File: src/rtl/alu_flag_pkg.sv
// Shared types for the ALU flag stage: ALU opcodes, flag bit positions
// and the skid-buffer occupancy states.
package alu_flag_pkg;

    typedef enum logic [1:0] {
        OP_ADD = 2'b00,
        OP_SUB = 2'b01,
        OP_XOR = 2'b10,
        OP_NOT = 2'b11
    } alu_op_e;

    localparam int FLAG_N = 3;
    localparam int FLAG_Z = 2;
    localparam int FLAG_C = 1;
    localparam int FLAG_V = 0;

    typedef enum logic [1:0] {
        EMPTY = 2'b00,
        ONE   = 2'b01,
        TWO   = 2'b10
    } state_e;

endpackage

File: src/rtl/alu_flag_stage_flag_calc.sv
// flag_calc: combinational N/Z/C/V derivation for one ALU result.
// In: alu_control, a_msb, b_msb, alu_out[N-1:0], alu_cout. Out: flags[3:0].
module flag_calc
    import alu_flag_pkg::*;
#(
    parameter int N = 4
) (
    input  logic [1:0]   alu_control,
    input  logic         a_msb,
    input  logic         b_msb,
    input  logic [N-1:0] alu_out,
    input  logic         alu_cout,
    output logic [3:0]   flags
);

    logic r_msb;

    assign r_msb = alu_out[N-1];

    always_comb begin
        flags         = '0;
        flags[FLAG_N] = r_msb;
        flags[FLAG_Z] = (alu_out == '0);
        unique case (alu_op_e'(alu_control))
            OP_ADD: begin
                flags[FLAG_C] = alu_cout;
                flags[FLAG_V] = (a_msb == b_msb) && (r_msb != a_msb);
            end
            OP_SUB: begin
                // Carry set means no borrow occurred.
                flags[FLAG_C] = alu_cout;
                flags[FLAG_V] = (a_msb != b_msb) && (r_msb != a_msb);
            end
            OP_XOR, OP_NOT: begin
                flags[FLAG_C] = 1'b0;
                flags[FLAG_V] = 1'b0;
            end
            default: begin
                flags[FLAG_C] = 1'b0;
                flags[FLAG_V] = 1'b0;
            end
        endcase
    end

endmodule

File: src/rtl/alu_flag_stage.sv
// Registered execute-output stage: captures ALU result plus flags behind a
// valid/ready handshake with a 2-entry skid buffer, and holds the
// architectural flag register updated when a set_flags beat retires.
// In:  clk, rst (sync, active-low), in_valid, alu_control, a_msb, b_msb,
//      alu_out, alu_cout, set_flags, out_ready.
// Out: in_ready, out_valid, out_result, out_flags, flags_q.
module alu_flag_stage
    import alu_flag_pkg::*;
#(
    parameter int N = 4
) (
    input  logic         clk,
    input  logic         rst,
    input  logic         in_valid,
    output logic         in_ready,
    input  logic [1:0]   alu_control,
    input  logic         a_msb,
    input  logic         b_msb,
    input  logic [N-1:0] alu_out,
    input  logic         alu_cout,
    input  logic         set_flags,
    output logic         out_valid,
    input  logic         out_ready,
    output logic [N-1:0] out_result,
    output logic [3:0]   out_flags,
    output logic [3:0]   flags_q
);

    state_e       state_q;
    logic [N-1:0] m_res_q;
    logic [3:0]   m_flags_q;
    logic         m_set_q;
    logic [N-1:0] s_res_q;
    logic [3:0]   s_flags_q;
    logic         s_set_q;

    logic [3:0]   beat_flags;
    logic         accept;
    logic         pop;

    flag_calc #(
        .N(N)
    ) u_flag_calc (
        .alu_control(alu_control),
        .a_msb      (a_msb),
        .b_msb      (b_msb),
        .alu_out    (alu_out),
        .alu_cout   (alu_cout),
        .flags      (beat_flags)
    );

    // Ready depends only on registered occupancy, never on out_ready.
    assign in_ready   = (state_q != TWO) && rst;
    assign out_valid  = (state_q != EMPTY);
    assign out_result = m_res_q;
    assign out_flags  = m_flags_q;

    assign accept = in_valid && in_ready;
    assign pop    = out_valid && out_ready;

    always_ff @(posedge clk) begin
        if (!rst) begin
            state_q   <= EMPTY;
            m_res_q   <= '0;
            m_flags_q <= '0;
            m_set_q   <= 1'b0;
            s_res_q   <= '0;
            s_flags_q <= '0;
            s_set_q   <= 1'b0;
            flags_q   <= '0;
        end else begin
            if (pop && m_set_q) begin
                flags_q <= m_flags_q;
            end
            unique case (state_q)
                EMPTY: begin
                    if (accept) begin
                        m_res_q   <= alu_out;
                        m_flags_q <= beat_flags;
                        m_set_q   <= set_flags;
                        state_q   <= ONE;
                    end
                end
                ONE: begin
                    if (accept && pop) begin
                        m_res_q   <= alu_out;
                        m_flags_q <= beat_flags;
                        m_set_q   <= set_flags;
                    end else if (accept) begin
                        s_res_q   <= alu_out;
                        s_flags_q <= beat_flags;
                        s_set_q   <= set_flags;
                        state_q   <= TWO;
                    end else if (pop) begin
                        state_q   <= EMPTY;
                    end
                end
                TWO: begin
                    if (pop) begin
                        m_res_q   <= s_res_q;
                        m_flags_q <= s_flags_q;
                        m_set_q   <= s_set_q;
                        state_q   <= ONE;
                    end
                end
                default: state_q <= EMPTY;
            endcase
        end
    end

endmodule

File: config.mk
export PLATFORM = sky130hd
export DESIGN_NAME = alu_flag_stage
export DESIGN_NICKNAME = d
export VERILOG_FILES = /design/src/rtl/alu_flag_pkg.sv /design/src/rtl/alu_flag_stage_flag_calc.sv /design/src/rtl/alu_flag_stage.sv
export SDC_FILE = /design/constraint.sdc
export NUM_CORES = 1
export LEC_CHECK = 0
export CORE_MARGIN = 5
export CORE_UTILIZATION = 47
export CTS_BUF_LIST = sky130_fd_sc_hd__clkbuf_16
export CTS_CLUSTER_SIZE = 20
export DETAILED_ROUTE_END_ITERATION = 10
export MAX_ROUTING_LAYER = met4
export PLACE_DENSITY_LB_ADDON = 0.3
export SYNTH_ARGS = -nofsm -noshare
export SYNTH_HDL_FRONTEND = slang
export SYNTH_SLANG_ARGS = --single-unit
File: constraint.sdc
create_clock -name clk -period 1.8 [get_ports clk]
set_clock_uncertainty 0.2 [all_clocks]
set_input_delay 0.18 -clock clk [delete_from_list [all_inputs] [get_ports clk]]
set_output_delay 0.18 -clock clk [all_outputs]
set_load 0.005 [all_outputs]
Yosys cells after proc, flatten, opt, wreduce, memory -nomap -nowiden
Index checks and enable logic that the tools add are counted.

Input bits: 14. Output and inout port bits: 14. Logic and storage cells: 58. Bits in registers: 24.

Mux-type cells: 19. Bitwise operators: 1. Equal/unequal tests: 14. Reductions and logical operators: 16.

Operators with widths (count): $mux W4 (6); $pmux W4 S3 (2); $pmux W2 S3 (2); $mux W2 (5); $ne A2 B2 Y1 const B (5); $reduce_and A4 Y1 (2); $logic_and A1 B1 Y1 (7); $eq A2 B2 Y1 const B (3); $eq A2 B1 Y1 const B (2); $logic_not A2 Y1 (2); $logic_not A4 Y1 (1); $mux W1 (3); $ne A3 B3 Y1 const B (1); $pmux W1 S3 (1); $reduce_and A3 Y1 (1); $reduce_bool A3 Y1 (1); $ne A1 B1 Y1 (2); $reduce_bool A2 Y1 (1); $reduce_or A2 Y1 (1); $eq A1 B1 Y1 (1); $not A1 Y1 (1).

Longest topological paths before layout
Word-level depth: 6. Mapped depth: 6.

Modules after synthesis
From an unflattened synthesis, not the netlist that was laid out.

Cells, all modules: 125. Area total of the unflattened synthesis: 1179.9 sq um.

By module, submodules not included: alu_flag_stage (area each 1124.8 sq um, cells each 118, seq. area each 480.5 sq um, times used 1); flag_calc (area each 55.1 sq um, cells each 7, seq. area each 0.0 sq um, times used 1).

Worst setup path before layout
OpenSTA, ideal clock, no wires.

Path kind: register to register. Start point: register state_q[1]. End point: register m_flags_q[1] (netlist: out_flags[1]). Path buffers: 1. Cell stages (with the launch flop): 6. Arrival: 1.097 ns. Slack: 0.387 ns. Cells stage by stage: dfxtp_1 > nand3b_4 > o221ai_2 > buf_6 > nand2_1 > o211a_1.

Cells in the longest elaborated chain, start to end: 6. Elaborated cells between the ends (all ways): 15.

Ends and longest elaborated chain: start: declaration (line alu_flag_stage.sv:29) `state_e state_q;`; start signal: assignment (line alu_flag_stage.sv:63) `state_q <= EMPTY;`; start signal: assignment (line alu_flag_stage.sv:81) `state_q <= ONE;`; start signal: assignment (line alu_flag_stage.sv:93) `state_q <= TWO;`; $ne A2 B2 Y1 (line alu_flag_stage.sv:53) `assign in_ready = (state_q != TWO) && rst;`; $logic_and A1 B1 Y1 (line alu_flag_stage.sv:53); $logic_and A1 B1 Y1 (line alu_flag_stage.sv:58) `assign accept = in_valid && in_ready;`; $logic_and A1 B1 Y1 (line alu_flag_stage.sv:85) `if (accept && pop) begin`; $ne A2 B2 Y1 (no source line); $reduce_and A4 Y1 (no source line); end signal: assignment (line alu_flag_stage.sv:79) `m_flags_q <= beat_flags;`; end signal: assignment (line alu_flag_stage.sv:87) `m_flags_q <= beat_flags;`; end signal: assignment (line alu_flag_stage.sv:101) `m_flags_q <= s_flags_q;`; end: declaration (line alu_flag_stage.sv:31) `logic [3:0] m_flags_q;`.

Several ways; a longest one is shown, not always the timed one. A chain may end at the register's enable or synchronous reset.

Final worst setup path
Start point: register state_q[0]. End point: output port out_valid.

Cells in the longest elaborated chain, start to end: 1.

Ends and longest elaborated chain: $reduce_bool A2 Y1 (line alu_flag_stage.sv:54) `assign out_valid = (state_q != EMPTY);`; end: declaration (line alu_flag_stage.sv:22) `output logic out_valid,`.

No other way between the ends.

==> flow_summary.ini <==
[outcome]
status = finished, final reports clean

[placement]
portBuffers = 27
place_area_um2 = 1390
pre_cts_slack_ps = -16.4
dp_hpwl_um = 1690
place_congestion = 0.723

[route]
drc_errors = 0
vias_per_cell = 5.11
antenna_left = 0
first_pass_iters = 4
wl_um = 2340
routedWlPerCell_um = 14.6
drt_iter0_drc = 10
via_count = 822

[yosys]
avgSynthCellArea_um2 = 10.5
async_flop_share_pct = 0
post-synth-top-count-cell = dfxtp_1
ys_top_cells_by_area = dfxtp_1, mux2i_1, nor2b_1
yosys_warnings = 0
syn_inst = 102
synth-edff-count = 0
synth_nets = 116
synth_common_cells = dfxtp_1, mux2i_1, nor2b_1, nand2_1, o211a_1
syn_area_um2 = 1070
synth_seq_cells = 22
synthFlopType = dfxtp_1
yosysTopAreaCell = dfxtp_1
synthDistinctLibCells = 27
synth_seq_area_share_pct = 41.3
synth_top_area_share_pct = 41.3

[global_routing]
antenna_found_initial = 0
grt_pass1_vias = 858
grt_overflow_total = 0
grt_pass1_wl_um = 3910
grt_max_degree = 23
gr-usage-all-layers_pct = 15.7

[power]
power_mw = 1.32
leakagePower_nw = 0.673
powerDensity_nw_per_um2 = 886
ir_drop_uv = 910

[cts]
clkLatencyLatePin_ps = 250
h-tree-depth = 1
cts_tree = yes
cts_buffers = 3
cts.clk_slew.worst_paths_ps = 60
clkSinkCount = 22
cts_root_buf = clkbuf_16
cts_buffer_depth = 2
cts_setup_buffers = 0

[die]
pin_count = 28
fp.dieH_um = 57.7
initial_core_util_pct = 48.7
core_um2 = 2190
chipWidth_um = 57.7
row_count = 17
dieArea_um2 = 3320

[worst_setup_path]
critPathMaxStageDelay_ps = 450
critPathMaxFanout = 7
cp_slowest_cell = clkdlybuf4s50_1
start_kind = flip-flop
end_kind = output port
critPathArrivalTime_ps = 1310
cp_cell_sequence = or2_1, clkdlybuf4s50_1
worstPathRequired_ps = 1420
path_class = reg2out

[cells_and_area]
antenna_cells = 0
seq_area_um2 = 445
finalInstanceArea_um2 = 1490
fillers = 171
multi_input_area_um2 = 571
nNetsFinal = 148
final_layout_size_suffix_gt1_share_pct = 13.5
fin_util_pct = 68.1
area.growth.synth_to_final_pct = 39.9

[sta]
max_slew_margin_pct = 74.9
fin_ws_ps = 107
max_freq_mhz = 591
period_share_pct = 94.1
setup-violations-final = 0
rsz0062_at_grt = false
hold_violations = 0
period_minus_slack_ps = 1690
tns_ps = 0
worstMarginPinSlew_ps = 373
report.final.slew_viol_count = 0

[worst_hold_path]
hp-class = reg2reg

[job]
cap_violations = 0
## critical path: cells and delay by family (launching register included)
family	cells	cell delay [ps]
simple gates	1	250
buf+inv	1	450
flops	1	360
## repair_timing
action,4_1_cts,5_1_grt
hold buffers,0,0
endpoints found under the setup margin,1,0
resized for setup,5,0
hold endpoints to repair,0,0
## placed cells by master (no fill, tap or decap)
cell,Yosys,final
xnor2_1,1,1
o21ai_0,1,1
buf_4,2,6
dfxtp_1,22,20
bufinv_16,0,1
buf_12,0,1
nand2b_1,1,1
o211a_1,7,7
nand3b_4,1,1
or2_1,1,1
clkdlybuf4s50_1,0,25
nor3b_1,3,3
nand4b_1,1,1
nor2_1,1,1
dfxtp_2,0,1
nand3_2,1,1
nor3b_2,1,1
o21ai_1,1,1
mux2i_1,20,20
nor4_1,1,1
mux2_2,1,1
o221ai_2,1,1
dlygate4sd2_1,0,2
dfxtp_4,0,1
clkbuf_16,0,3
o21a_1,2,2
nand2_1,9,9
inv_1,1,1
a21oi_1,2,2
o22ai_1,1,1
and2_1,2,2
nor2b_1,13,13
## cells by family (layout without fill, tap and decap cells)
| family | after synthesis | after routing | share of synthesized area (%) |
|---|---|---|---|
| and+or+nand+nor | 35 | 35 | 21.0 |
| buffers and inverters | 8 | 39 | 5.27 |
| DFF | 22 | 22 | 41.3 |
| xor gates and xnor gates | 1 | 1 | 0.821 |
| AOI/OAI and AO/OA | 15 | 15 | 11.8 |
| muxes | 21 | 21 | 19.8 |
## routing by layer
layer / track usage, % / part of all wire (%) / up-vias
met5: - / 0 / -
met4: 5.96 / 1.5 / 0
met3: 4.23 / 4.2 / 4
met2: 27.1 / 53 / 17
met1: 17.2 / 42 / 383
li1: - / - / 418
## per-stage QoR
step	hold slack (ps)	instances
final	306	161
after global routing	324	161
after CTS	308	161
after detailed placement	289	157
after global placement	283	157
after floorplan	108	102
## area by class of cell
class	instances	area share (%)
multi-input combinational	72	38.2
sequential	22	29.8
timing repair buffer	34	22.3
clock buffer	3	5.03
tap	28	2.35
clock inverter	1	2.01
inverter	1	0.251
## final timing paths
path | from | endpoint | slack [ps] | depth (start not counted)
max | state_q[0] | out_valid | 110 | 2
min | out_result[0] | out_result[0] | 310 | 1
max reg2reg | state_q[0] | out_flags[1] | 210 | 6
min reg2reg | out_result[0] | out_result[0] | 310 | 1
## power breakdown
part | leakage [nW] | switching, mW | internal [mW]
clock | 0.0511 | 0.173 | 0.441
combinational | 0.442 | 0.0692 | 0.112
sequential | 0.180 | 0.0177 | 0.509
total | 0.673 | 0.260 | 1.06
## state kept, by name, indices dropped and copies added, names as in the netlist
signal,count
s_flags_q,4
s_res_q,3
out_result,3
s_set_q,1
out_flags,4
m_set_q,1
state_q,2
flags_q,4
(Power assumes the default switching activity.)
